[config.mk]
export PLATFORM = sky130hd
export DESIGN_NAME = imem_loader
export DESIGN_NICKNAME = d
export VERILOG_FILES = /design/src/rtl/loader_pkg.sv /design/src/rtl/uart_rx.sv /design/src/rtl/imem_loader.sv
export SDC_FILE = /design/constraint.sdc
export NUM_CORES = 1
export LEC_CHECK = 0
export BUFFER_PORTS_ARGS = -buffer_cell sky130_fd_sc_hd__buf_2
export CAP_MARGIN = 10
export CORE_MARGIN = 2
export CORE_UTILIZATION = 57
export DETAILED_ROUTE_END_ITERATION = 16
export GPL_TIMING_DRIVEN = 1
export PLACE_DENSITY_LB_ADDON = 0.3
export SETUP_SLACK_MARGIN = 0.4
export SLEW_MARGIN = 20
export SYNTH_ARGS = -nofsm -noshare
export SYNTH_HDL_FRONTEND = slang
export SYNTH_SLANG_ARGS = --single-unit
[constraint.sdc]
create_clock -name clk -period 2.9 [get_ports clk]
set_clock_uncertainty 0.1 [all_clocks]
set_input_delay 0.29 -clock clk [delete_from_list [all_inputs] [get_ports clk]]
set_output_delay 0.29 -clock clk [all_outputs]
set_load 0.02 [all_outputs]
[src/rtl/loader_pkg.sv]
// loader_pkg: shared state types, 8N1 frame constants and baud helper for the imem loader.
package loader_pkg;
    typedef enum logic [2:0] {HDR0, HDR1, DATA, DONE, ERR} loader_state_t;
    typedef enum logic [1:0] {RX_IDLE, RX_START, RX_BITS, RX_STOP} rx_state_t;
    localparam int DATA_BITS = 8;
    localparam logic STOP_LEVEL = 1'b1;
    function automatic int bit_cyc(input int clk_freq, input int baud);
        return clk_freq / baud;
    endfunction
endpackage

[src/rtl/uart_rx.sv]
// uart_rx: 8N1 LSB-first receiver, mid-bit sampling with a false-start re-check.
module uart_rx import loader_pkg::*; #(
    parameter int BIT_CYC = 434
) (
    input  logic       clk,
    input  logic       reset,
    input  logic       rx_sync,
    output logic       byte_valid,
    output logic [7:0] byte_data,
    output logic       frame_err
);
    localparam int CW = $clog2(BIT_CYC);
    localparam logic [CW-1:0] HALF_M1 = CW'(BIT_CYC / 2 - 1);
    localparam logic [CW-1:0] FULL_M1 = CW'(BIT_CYC - 1);
    if (BIT_CYC < 4) begin : g_bit_cyc_check
        $error("uart_rx: BIT_CYC must be at least 4");
    end
    rx_state_t state, next_state;
    logic [CW-1:0] cnt;
    logic [2:0] idx;
    logic prev;
    logic fall, tick;
    assign fall = prev & ~rx_sync;
    assign tick = cnt == (state == RX_START ? HALF_M1 : FULL_M1);
    always_comb begin
        next_state = state;
        case (state)
            RX_IDLE:  next_state = fall ? RX_START : RX_IDLE;
            RX_START: next_state = !tick ? RX_START : rx_sync ? RX_IDLE : RX_BITS;
            RX_BITS:  next_state = tick && idx == 3'(DATA_BITS - 1) ? RX_STOP : RX_BITS;
            default:  next_state = tick ? RX_IDLE : RX_STOP;
        endcase
    end
    always_ff @(posedge clk) begin
        if (reset)
            state <= RX_IDLE;
        else
            state <= next_state;
    end
    always_ff @(posedge clk) begin
        if (reset) begin
            cnt        <= '0;
            idx        <= '0;
            prev       <= 1'b1;
            byte_data  <= '0;
            byte_valid <= 1'b0;
            frame_err  <= 1'b0;
        end else begin
            prev       <= rx_sync;
            byte_valid <= 1'b0;
            frame_err  <= 1'b0;
            cnt        <= (state == RX_IDLE || tick) ? '0 : cnt + 1'b1;
            if (state == RX_BITS && tick) begin
                byte_data <= {rx_sync, byte_data[7:1]};
                idx       <= idx + 3'd1;
            end
            if (state == RX_STOP && tick) begin
                byte_valid <= rx_sync == STOP_LEVEL;
                frame_err  <= rx_sync != STOP_LEVEL;
            end
        end
    end
endmodule

[src/rtl/imem_loader.sv]
// imem_loader: receives a length-prefixed program image over UART, writes it into imem
// and holds the core in reset until the image is complete.
module imem_loader import loader_pkg::*; #(
    parameter int CLK_FREQ = 50_000_000,
    parameter int BAUD     = 115200,
    parameter int ADDR_W   = 8
) (
    input  logic              clk,
    input  logic              reset,
    input  logic              rx,
    input  logic              load_req,
    output logic              imem_we,
    output logic [ADDR_W-1:0] imem_waddr,
    output logic [31:0]       imem_wdata,
    output logic              cpu_reset,
    output logic              busy,
    output logic              err,
    output logic [ADDR_W:0]   word_cnt
);
    localparam int BIT_CYC = bit_cyc(CLK_FREQ, BAUD);
    localparam logic [16:0] CAP = 17'(2 ** ADDR_W);
    logic [1:0] rx_sr;
    logic [2:0] lr_sr;
    logic byte_valid, frame_err;
    logic [7:0] byte_data;
    loader_state_t state, next_state;
    logic [15:0] n, n_hi;
    logic [1:0] idx;
    logic [23:0] part;
    logic load_rise, word_end, last_word, rearm;
    uart_rx #(.BIT_CYC(BIT_CYC)) u_rx (
        .clk(clk),
        .reset(reset),
        .rx_sync(rx_sr[1]),
        .byte_valid(byte_valid),
        .byte_data(byte_data),
        .frame_err(frame_err)
    );
    assign load_rise = lr_sr[1] & ~lr_sr[2];
    assign n_hi      = {byte_data, n[7:0]};
    assign word_end  = state == DATA && byte_valid && idx == 2'd3;
    assign last_word = 16'(word_cnt) + 16'd1 == n;
    assign rearm     = next_state == HDR0 && state != HDR0;
    assign busy      = state == HDR0 || state == HDR1 || state == DATA;
    assign err       = state == ERR;
    always_comb begin
        next_state = state;
        case (state)
            HDR0:    next_state = frame_err ? ERR : byte_valid ? HDR1 : HDR0;
            HDR1:    next_state = frame_err ? ERR : !byte_valid ? HDR1 : n_hi == 16'd0 ? DONE : 17'(n_hi) > CAP ? ERR : DATA;
            DATA:    next_state = frame_err ? ERR : word_end && last_word ? DONE : DATA;
            default: next_state = load_rise ? HDR0 : state;
        endcase
    end
    always_ff @(posedge clk) begin
        if (reset) begin
            state <= HDR0;
            rx_sr <= '1;
            lr_sr <= '0;
        end else begin
            state <= next_state;
            rx_sr <= {rx_sr[0], rx};
            lr_sr <= {lr_sr[1:0], load_req};
        end
    end
    // The last-word path releases the core one cycle after its write, the N==0 path immediately.
    always_ff @(posedge clk) begin
        if (reset) begin
            imem_we    <= 1'b0;
            imem_waddr <= '0;
            imem_wdata <= '0;
            word_cnt   <= '0;
            cpu_reset  <= 1'b1;
            n          <= '0;
            idx        <= '0;
            part       <= '0;
        end else begin
            imem_we   <= word_end;
            cpu_reset <= next_state != DONE || state == DATA;
            if (state == HDR0 && byte_valid)
                n[7:0] <= byte_data;
            if (state == HDR1 && byte_valid)
                n[15:8] <= byte_data;
            if (state == DATA && byte_valid) begin
                part <= {byte_data, part[23:8]};
                idx  <= idx + 2'd1;
            end
            if (word_end) begin
                imem_waddr <= word_cnt[ADDR_W-1:0];
                imem_wdata <= {byte_data, part};
                word_cnt   <= word_cnt + 1'b1;
            end
            if (next_state == ERR || rearm)
                idx <= '0;
            if (rearm)
                word_cnt <= '0;
        end
    end
endmodule

==> flow_metrics.tcl <==
set metrics [dict create \
    diodes 0 \
    die_h_um 97.87 \
    first_pass_iters 5 \
    post_drt_wl_per_cell_um 14.06 \
    drv_cap 0 \
    preCtsSetupSlack_ns 0.4696 \
    drive_gt1_share_pct 16.07 \
    setup_slack_ns 0.4857 \
    crit_arrival_ns 2.69 \
    grt_start_max_net_pins 72 \
    cts_root_buffer "clkbuf_8" \
    vias_per_cell 5.563 \
    drv_slew 0 \
    fin_crit_sh_pct 83.25 \
    tritoncts "yes" \
    drt_iter0_drc 250 \
    fp.dieArea_mm2 0.009578 \
    synth_top_cell_area_share_pct 50.22 \
    fmax_mhz 414.2 \
    globalRoute.totalOverflow 0 \
    clock_path_buffers 2 \
    synth_most_common_cell "nand2_1" \
    syn2layout_area_growth_pct 18.11 \
    boundaryPins 57 \
    syn_area_per_cell_um2 8.220 \
    io_buffers 56 \
    finalCriticalPeriod_ns 2.414 \
    synth_area_leaders "dfxtp_1 50%, nand2_1 13%, a21oi_1 9.0%" \
    tns_ns 0 \
    layout.nets 668 \
    hold_class "primary input to register" \
    h-tree-depth 4 \
    synth_top_area_cell "dfxtp_1" \
    rows 34 \
    status "complete, no violations" \
    finalHoldViolCount 0 \
    final_util_pct 68.69 \
    crit_fanout 9 \
    numCtsBuffers 17 \
    p_leak_nw 2.209 \
    min_path_cells 2 \
    r2r_cells 6 \
    fp.coreArea_mm2 0.008636 \
    clock_sinks 126 \
    powerDensity_mw_per_mm2 628.3 \
    slew_headroom_pct 54.10 \
    synth_cell_type_count 47 \
    ys.warnings.count 0 \
    routed-via-count 4339 \
    synth-seq-area-share_pct 50.22 \
    cp-start-kind "register" \
    place_congestion 0.8877 \
    fill_cells 688 \
    antenna_found_initial 0 \
    drt_wl_total_mm 10.97 \
    synth_edf_count 0 \
    dp_hpwl_mm 7.032 \
    clock_latency_ns 0.52 \
    synth_nets 620 \
    grt_use_total_pct 23.49 \
    ys_top_cells_by_count "175 x nand2_1, 126 x dfxtp_1, 90 x a21oi_1" \
    clk_pin_slew_ns 0.06 \
    die-width_um 97.87 \
    finalSetupViolCount 0 \
    drc 0 \
    peakVddDrop_uv 433.1 \
    ys_ff_latch 126 \
    initial_utilization_pct 58.16 \
    tightest_slew_ns 0.6886 \
    rsz0062_at_grt "true" \
    total_power_w 0.003727 \
    crit_required_ns 3.18 \
    worstSetupPathType "register to register" \
    synthCells 611 \
    grt_pass1_vias 4093 \
    async_flop_share_pct 0 \
    ant_nets 0 \
    syn_area_mm2 0.005022 \
    end_kind "register" \
    synth_ff_type "dfxtp_1" \
    grt_pass1_wl_mm 18.56 \
]
==> flip-flops by register name, indices dropped and copies added (netlist names) <==
signal           flops
idx                  2
imem_waddr           8
u_rx.prev            1
part                24
u_rx.frame_err       1
n                   16
state                3
u_rx.idx             3
u_rx.cnt             9
word_cnt             9
u_rx.state           2
imem_we              1
imem_wdata          32
u_rx.byte_valid      1
lr_sr                3
u_rx.byte_data       8
cpu_reset            1
rx_sr                2
==> worst max-delay path, cell delays in order, from the launching register on <==
cell	delay (ns)
dfxtp_1	0.47
nand2b_1	0.12
or4_4	0.50
a2111oi_4	0.41
and3b_4	0.35
mux2i_1	0.26
nor2_1	0.06
==> cell families after synthesis <==
kind of cell	Yosys count	synth area share, %
AO/OA/AOI/OAI	109	12.03
adder cells (fa/ha/maj)	6	1.445
XOR/XNOR	25	4.360
buffers and inverters	45	3.812
flip-flops	126	50.22
AND/OR/NAND/NOR	287	25.54
multiplexers	13	2.591
==> metal layers <==
layer  track usage, %  vias up  share of wire (%)
li1                 -     2148                  -
met1            29.66     2030                 44
met2            38.20      134                 49
met3            5.297       27                4.8
met4            11.22        0                2.0
met5                0        -                  0
==> cells in the final DEF (no fill, tap or decap), drive strengths merged, types with 2 or more instances in the layout <==
cell type    count
dfxtp          126
o2111ai          2
xor2            13
ha               5
nor4bb           3
nand2          175
nand3           13
nor3            10
or3              2
or2              3
clkbuf          17
xnor2           12
nor2            38
inv             12
clkinv           5
dlygate4sd3      2
nor2b            6
nor4b            2
or4              3
clkinvlp         4
and2             4
nand4            7
a221oi           2
nand3b           2
and3b            3
nor3b            3
and3             7
nor4             5
o21ai            7
a21oi           90
mux2i           13
buf             64
==> per-stage QoR <==
stage | instances | area (um2) | hold slack [ns]
floorplan | 611 | 5022 | 0.2895
global placement | 743 | 5335 | 0.2961
detailed placement | 743 | 5335 | 0.3034
CTS | 777 | 5906 | 0.1735
global route | 780 | 5932 | 0.2025
finish | 780 | 5932 | 0.1831
==> worst paths after layout <==
path                                                  endpoint  slack (ns)                      from
worst max-delay path            u_rx.byte_data[4]$_SDFFE_PP0P_        0.49  u_rx.state[0]$_SDFF_PP0_
worst min-delay path            u_rx.byte_data[5]$_SDFFE_PP0P_        0.18                     reset
worst min register to register             rx_sr[1]$_SDFF_PP1_        0.31       rx_sr[0]$_SDFF_PP1_
worst max register to register  u_rx.byte_data[4]$_SDFFE_PP0P_        0.49  u_rx.state[0]$_SDFF_PP0_
==> power by group <==
| part | total, W | internal (W) | switching [W] | leakage, nW |
|---|---|---|---|---|
| Sequential | 0.00174 | 0.00174 | 0.00000396 | 1.02 |
| Clock | 0.00195 | 0.00114 | 0.000803 | 0.262 |
| Combinational | 0.0000402 | 0.0000109 | 0.0000293 | 0.932 |
| Total | 0.00373 | 0.00289 | 0.000836 | 2.21 |
==> layout make-up <==
cell class / count / area (um2) / area share (%)
Timing Repair Buffer: 66 / 362.8 / 6.117
Inverter: 7 / 26.28 / 0.4429
Clock buffer: 17 / 414.1 / 6.982
Sequential cell: 126 / 2522 / 42.52
Tap cell: 108 / 135.1 / 2.278
Clock inverter: 15 / 136.4 / 2.299
Multi-Input combinational cell: 441 / 2335 / 39.36
==> timing repair <==
| action | CTS | global route |
|---|---|---|
| buffers inserted | 0 | 2 |
| setup endpoints to repair | 0 | 15 |
| hold buffers | 2 | 0 |
| gates resized for setup | 0 | 2 |
| hold endpoints to repair | 2 | 0 |
(Power assumes the default switching activity.)
